==> src/rtl/execute_stage_mc.sv <==
// Y86 execute stage: ALU, condition codes, branch/cmov condition, E->M register.
// Adds an iterative signed mulq (OPq ifun 4) with valid/ready stalls on both sides.
// Ports: clk, rst_n (sync, active low); E side e_valid/e_ready plus e_* fields;
//   m_exc/w_exc inhibit CC; fwd_* taps to decode; cc {ZF,SF,OF}; M side M_* + m_ready.
module execute_stage_mc #(
  parameter int DATA_W     = 64,
  parameter bit MUL_EN     = 1'b1,
  parameter int STACK_STEP = 8
) (
  input  logic              clk,
  input  logic              rst_n,
  input  logic              e_valid,
  output logic              e_ready,
  input  logic [3:0]        e_icode,
  input  logic [3:0]        e_ifun,
  input  logic [3:0]        e_stat,
  input  logic [DATA_W-1:0] e_valA,
  input  logic [DATA_W-1:0] e_valB,
  input  logic [DATA_W-1:0] e_valC,
  input  logic [3:0]        e_dstE,
  input  logic [3:0]        e_dstM,
  input  logic              m_exc,
  input  logic              w_exc,
  output logic [3:0]        fwd_dstE,
  output logic [DATA_W-1:0] fwd_valE,
  output logic              fwd_valid,
  output logic [2:0]        cc,
  output logic              M_valid,
  input  logic              m_ready,
  output logic [3:0]        M_icode,
  output logic [3:0]        M_stat,
  output logic              M_cnd,
  output logic [DATA_W-1:0] M_valE,
  output logic [DATA_W-1:0] M_valA,
  output logic [3:0]        M_dstE,
  output logic [3:0]        M_dstM
);

  localparam int W  = DATA_W;
  localparam int CW = (W > 1) ? $clog2(W) : 1;
  localparam logic [W-1:0] STEP = W'(STACK_STEP);
  localparam logic [3:0] AOK = 4'd1;
  localparam logic [3:0] INS = 4'd4;
  localparam logic [3:0] RNONE = 4'hF;

  typedef enum logic [1:0] {S_IDLE, S_MUL, S_DONE} state_t;
  state_t state, state_n;

  logic zf, sf, of;
  assign {zf, sf, of} = cc;

  logic is_cmov, is_jxx, is_op, is_mul, op_bad;
  logic cond, cond_bad, accept, m_free, ex_wr, mul_wr;
  logic [W-1:0] sum, diff, val_e;
  logic of_n;
  logic [3:0] ex_stat, ex_dstE;
  logic ex_cnd, cc_ok;

  assign is_cmov = (e_icode == 4'h2);
  assign is_jxx  = (e_icode == 4'h7);
  assign is_op   = (e_icode == 4'h6);
  assign is_mul  = MUL_EN && is_op && (e_ifun == 4'h4);
  assign op_bad  = is_op && ((e_ifun > 4'h4) ||
                   ((e_ifun == 4'h4) && !MUL_EN));

  assign m_free  = !M_valid || m_ready;
  assign e_ready = (state == S_IDLE) && m_free;
  assign accept  = e_valid && e_ready;
  assign ex_wr   = accept && !is_mul;
  assign mul_wr  = (state == S_DONE) && m_free;

  always_comb begin
    cond = 1'b0;
    cond_bad = 1'b0;
    unique case (e_ifun)
      4'h0: cond = 1'b1;
      4'h1: cond = (sf ^ of) | zf;
      4'h2: cond = sf ^ of;
      4'h3: cond = zf;
      4'h4: cond = !zf;
      4'h5: cond = !(sf ^ of);
      4'h6: cond = !(sf ^ of) && !zf;
      default: cond_bad = 1'b1;
    endcase
  end

  assign sum  = e_valB + e_valA;
  assign diff = e_valB - e_valA;

  always_comb begin
    val_e = '0;
    of_n = 1'b0;
    unique case (e_icode)
      4'h2: val_e = e_valA;
      4'h3: val_e = e_valC;
      4'h4, 4'h5: val_e = e_valB + e_valC;
      4'h8, 4'hA: val_e = e_valB - STEP;
      4'h9, 4'hB: val_e = e_valB + STEP;
      4'h6: begin
        unique case (e_ifun)
          4'h0: begin
            val_e = sum;
            of_n = (e_valA[W-1] == e_valB[W-1]) &&
                   (sum[W-1] != e_valB[W-1]);
          end
          4'h1: begin
            val_e = diff;
            of_n = (e_valA[W-1] != e_valB[W-1]) &&
                   (diff[W-1] != e_valB[W-1]);
          end
          4'h2: val_e = e_valA & e_valB;
          4'h3: val_e = e_valA ^ e_valB;
          default: val_e = '0;
        endcase
      end
      default: val_e = '0;
    endcase
  end

  assign ex_cnd  = (is_cmov || is_jxx) ? cond : 1'b1;
  assign ex_dstE = (is_cmov && !cond) ? RNONE : e_dstE;

  always_comb begin
    ex_stat = e_stat;
    if (e_stat == AOK &&
        (((is_cmov || is_jxx) && cond_bad) || op_bad))
      ex_stat = INS;
  end

  assign cc_ok = !m_exc && !w_exc;

  // Multiplier: magnitudes shift-add, sign applied once iteration completes.
  logic [2*W-1:0] mcand, acc, prod;
  logic [W-1:0]   mplier, a_mag, b_mag, mul_valA;
  logic [3:0]     mul_stat, mul_dstE, mul_dstM;
  logic           mul_neg, mul_of;
  logic [CW-1:0]  cnt;

  assign a_mag  = e_valA[W-1] ? -e_valA : e_valA;
  assign b_mag  = e_valB[W-1] ? -e_valB : e_valB;
  assign prod   = mul_neg ? -acc : acc;
  assign mul_of = prod[2*W-1:W] != {W{prod[W-1]}};

  always_ff @(posedge clk) begin
    if (!rst_n) state <= S_IDLE;
    else        state <= state_n;
  end

  always_comb begin
    state_n = state;
    unique case (state)
      S_IDLE: if (accept && is_mul) state_n = S_MUL;
      S_MUL:  if (cnt == CW'(W - 1)) state_n = S_DONE;
      S_DONE: if (m_free) state_n = S_IDLE;
      default: state_n = S_IDLE;
    endcase
  end

  always_ff @(posedge clk) begin
    if (!rst_n) begin
      cnt <= '0;
    end else if (accept && is_mul) begin
      mcand    <= {{W{1'b0}}, a_mag};
      mplier   <= b_mag;
      acc      <= '0;
      mul_neg  <= e_valA[W-1] ^ e_valB[W-1];
      mul_stat <= ex_stat;
      mul_dstE <= e_dstE;
      mul_dstM <= e_dstM;
      mul_valA <= e_valA;
      cnt      <= '0;
    end else if (state == S_MUL) begin
      acc    <= acc + (mplier[0] ? mcand : '0);
      mcand  <= mcand << 1;
      mplier <= mplier >> 1;
      cnt    <= cnt + 1'b1;
    end
  end

  always_ff @(posedge clk) begin
    if (!rst_n) begin
      M_valid <= 1'b0;
      M_icode <= '0;
      M_stat  <= '0;
      M_cnd   <= 1'b0;
      M_valE  <= '0;
      M_valA  <= '0;
      M_dstE  <= '0;
      M_dstM  <= '0;
      cc      <= 3'b100;
    end else if (ex_wr) begin
      M_valid <= 1'b1;
      M_icode <= e_icode;
      M_stat  <= ex_stat;
      M_cnd   <= ex_cnd;
      M_valE  <= val_e;
      M_valA  <= e_valA;
      M_dstE  <= ex_dstE;
      M_dstM  <= e_dstM;
      if (is_op && ex_stat == AOK && cc_ok)
        cc <= {val_e == '0, val_e[W-1], of_n};
    end else if (mul_wr) begin
      M_valid <= 1'b1;
      M_icode <= 4'h6;
      M_stat  <= mul_stat;
      M_cnd   <= 1'b1;
      M_valE  <= prod[W-1:0];
      M_valA  <= mul_valA;
      M_dstE  <= mul_dstE;
      M_dstM  <= mul_dstM;
      if (mul_stat == AOK && cc_ok)
        cc <= {prod[W-1:0] == '0, prod[W-1], mul_of};
    end else if (m_ready) begin
      M_valid <= 1'b0;
    end
  end

  always_comb begin
    fwd_dstE  = RNONE;
    fwd_valE  = '0;
    fwd_valid = 1'b0;
    if (state != S_IDLE) begin
      fwd_dstE = mul_dstE;
    end else if (ex_wr) begin
      fwd_dstE  = ex_dstE;
      fwd_valE  = val_e;
      fwd_valid = 1'b1;
    end
  end

endmodule
==> config.mk <==
export PLATFORM = sky130hd
export DESIGN_NAME = execute_stage_mc
export DESIGN_NICKNAME = d
export VERILOG_FILES = /design/src/rtl/execute_stage_mc.sv
export SDC_FILE = /design/constraint.sdc
export NUM_CORES = 2
export LEC_CHECK = 0
export CORE_ASPECT_RATIO = 0.7
export CORE_MARGIN = 2
export CORE_UTILIZATION = 30
export CTS_CLUSTER_DIAMETER = 200
export DETAILED_ROUTE_END_ITERATION = 7
export PLACE_DENSITY = 0.46
export SLEW_MARGIN = 40
export SYNTH_ARGS = -nofsm -noshare
export SYNTH_HDL_FRONTEND = slang
export SYNTH_SLANG_ARGS = --single-unit
==> constraint.sdc <==
create_clock -name clk -period 35.7 [get_ports clk]
set_input_delay 5.355 -clock clk [delete_from_list [all_inputs] [get_ports clk]]
set_output_delay 5.355 -clock clk [all_outputs]
set_load 0.03 [all_outputs]
==> results.yml <==
status:
  run_status: "finished with violations"
  failing_checks: "design-rule violations"
drt:
  vias_per_cell: 6.09
  dr_iter_0_viols: 8136
  postRouteWirelength_um: 305000
  detailroute.via_count: 60132
  first_pass_iters: 8
  final_antenna_net_count: 0
  routedWlPerCell_um: 30.8
  residual_drc: 5
cts:
  clkSlewWorstSetupHoldPaths_ns: 0.06
  cts.path.max_buffers: 3
  cts-htree-levels: 3
  clock_latency_ns: 0.75
  cts_post_setup_buffers_inserted: 0
  post_cts_resized: 0
  cts.sink_count: 554
  cts.root.buffer_cell: "sky130_fd_sc_hd__clkbuf_16"
  cts_tree: "yes"
  cts_made_buffers: 68
  post_cts_hold_buffer_count: 0
synth:
  synthFlopType: "sky130_fd_sc_hd__edfxtp_1"
  yosysWarnings: 0
  yosysSeqAreaShare: 0.273
  synth_area_leader_cell: "sky130_fd_sc_hd__edfxtp_1"
  synthesized_netlist_cell_count: 7123
  post_synth.cell_area_avg_sq_um: 7.76
  synth_fp_nets: 7668
  synth_top_area_frac: 0.216
  netlist_top_cells_area: "sky130_fd_sc_hd__edfxtp_1 22%, sky130_fd_sc_hd__ha_1 7.3%, sky130_fd_sc_hd__dfxtp_1 5.7%"
  syn-cell-area_sq_um: 55300
  synth_edf_count: 397
  yosys_register_bits: 554
  post_synthesis_async_set_or_reset_flop_share: 0
  post_synth_num_cell_types: 85
worst_setup_path:
  critical_path_required_ns: 30.34
  chain_of_cells_forming_the_critical_path: "clkdlybuf4s50_1 -> buf_4 -> and3b_2 -> buf_4 -> xnor2_1 -> ha_1 -> nand4b_1 -> o22ai_1 -> nand3_1 -> o22ai_1 -> a31oi_1 -> o21ai_0 -> a311oi_1 -> a41oi_1 -> xor2_1 -> o221ai_1 -> nor3b_1 -> nor2_1 -> clkdlybuf4s50_1"
  critical_path_peak_fanout: 44
  critical-path-max-stage-delay_ns: 0.67
  crit_slowest_cell: "sky130_fd_sc_hd__clkdlybuf4s50_1"
  setup.worst_path.end_class: "primary output"
  worstPathArrival_ns: 12.12
  worst_r2r_setup_slack_ns: 27.72
  timing.setup.critical_path_class: "in2out"
  worst_setup_path_start_kind: "primary input"
layout:
  mostFrequentLayoutCells: "748 x sky130_fd_sc_hd__nand2_1, 651 x sky130_fd_sc_hd__nor2_1, 520 x sky130_fd_sc_hd__o21ai_0"
  finish.utilization: 0.357
  final_design_area_no_fill_sq_um: 65200
  area_growth_from_synthesis_to_layout_pct: 18.0
  layout.nets: 7886
  final_layout_size_suffix_gt1_frac: 0.0625
  mostFrequentLayoutCell: "sky130_fd_sc_hd__nand2_1"
flow_run:
  maxCapViolCount: 0
global_route:
  vias_in_the_first_global_route: 54035
  antenna_violations_before_repair: 34
  largest_net_degree_at_the_start_of_global_routing: 184
  global_route.usage.total: 0.311
  global_route_wire_length_before_repair_um: 421000
  grt_overflow_total: 0
placement:
  post_dp_area_sq_um: 62700
  place_ws_ns: 18.34
  hpwl_um: 243000
  port_buffers: 436
  finalWeightedCongestion: 1.04
power:
  vdd.ir_drop.worst_v: 0.0000350
  power.leakage_nw: 23.6
  power-per-cell-area_nw_per_um2: 31.9
floorplanning:
  rows: 131
  die-area_sq_um: 188000
  initial_core_util: 0.303
  design.portCount: 437
  die_h_um: 363
  coreArea_sq_um: 183000
  chipWidth_um: 517
sta:
  worst_slack_ns: 18.23
  min_period_over_period: 0.489
  totalNegativeSetupSlack_ns: 0
  setup_viol: 0
  hold_viol: 0
  worst_slew_margin_rel: 0.301
  clock_skew_ns: 0.0681
  timing_worst_slew_pin_value_ns: 1.04
  maxClockFrequency_mhz: 57.2
  final_period_minus_worst_setup_slack_ns: 17.47
  unrepaired_setup_endpoints_after_global_routing: "no"
  finalMaxSlewViolations: 0
min_path:
  worstHoldPathType: "reg2reg"
[metal layers]
layer  part of all wire  vias up  track usage
met5            0.00066        -            0
met1               0.49    29408        0.492
met2               0.35     3434        0.372
li1                   -    26948            -
met3               0.14      328        0.119
met4              0.025       14       0.0806
[worst max-delay path, delay by kind of cell]
kind,cells,cell delay [ns]
AOI/OAI and AO/OA,7,2.45
xor gates and xnor gates,2,0.58
adders and majority gates,1,0.28
buffers and inverters,4,1.87
and+or+nand+nor,5,1.54
[sequential cells by signal, summed over array words and instances, names as in the netlist, 2 cells and up]
name	cells
mplier	64
mcand	128
M_icode	4
cnt	6
mul_dstE	4
M_valE	64
mul_stat	4
M_stat	4
M_dstE	4
state	2
M_dstM	4
M_valA	64
mul_valA	64
mul_dstM	4
acc	128
cc	3
[per-stage QoR]
step           hold slack (ns)  total power (W)  std cells
6_report                 0.463          0.00208       9880
5_1_grt                  0.479          0.00215       9866
2_1_floorplan            0.479          0.00103       7123
3_5_place_dp             0.460          0.00130       9730
3_3_place_gp             0.450          0.00130       9726
4_1_cts                  0.465          0.00208       9854
[worst paths after layout]
kind / from / endpoint / cells after the start
setup reg to reg: mplier[0] / acc[118] / 18
hold reg to reg: M_valA[9] / M_valA[9] / 2
setup / recovery: e_icode[3] / fwd_valE[61] / 19
hold / removal: M_valA[9] / M_valA[9] / 2
[final cells by class]
cell class	instances	area [sq um]
sequential	554	15100
timing repair buffer	628	5820
fill	19245	117000
clock buffer	85	1840
inverter	214	808
multi-input combinational	5875	38000
tap	2460	3080
antenna	25	62.6
clock inverter	39	523
[cell families after synthesis]
kind of cell	Yosys count	share of synthesized area
and+or+nand+nor	2664	0.236
AOI/OAI and AO/OA	2284	0.273
buffers and inverters	694	0.0472
DFF	554	0.273
xor gates and xnor gates	541	0.0857
adders and majority gates	327	0.0746
muxes	59	0.0113
[cell usage after synthesis (all sizes together) (23+ instances only)]
library cell / number
a211oi: 108
nand2b: 62
nand2: 750
a22oi: 102
or4: 56
dfxtp: 157
ha: 323
o22ai: 28
nor2: 655
nor4: 115
a222oi: 36
o221ai: 29
a21o: 132
xnor2: 301
nor3: 160
nand4: 157
and3: 51
mux2i: 49
xor2: 240
edfxtp: 397
o211ai: 45
or3: 88
a21oi: 500
a221oi: 37
a21boi: 99
nor2b: 59
buf: 39
and2: 234
o21a: 104
o21ai: 531
inv: 208
clkbuf: 441
nand3: 161
a31oi: 69
o21bai: 70
o31ai: 122
o31a: 23
o41ai: 43
or2: 39
[power breakdown]
part | switching, W | internal, W
clock | 0.000336 | 0.000430
sequential | 0.00000661 | 0.000693
combinational | 0.000422 | 0.000193
No activity file was read; power rests on OpenSTA's default activity.
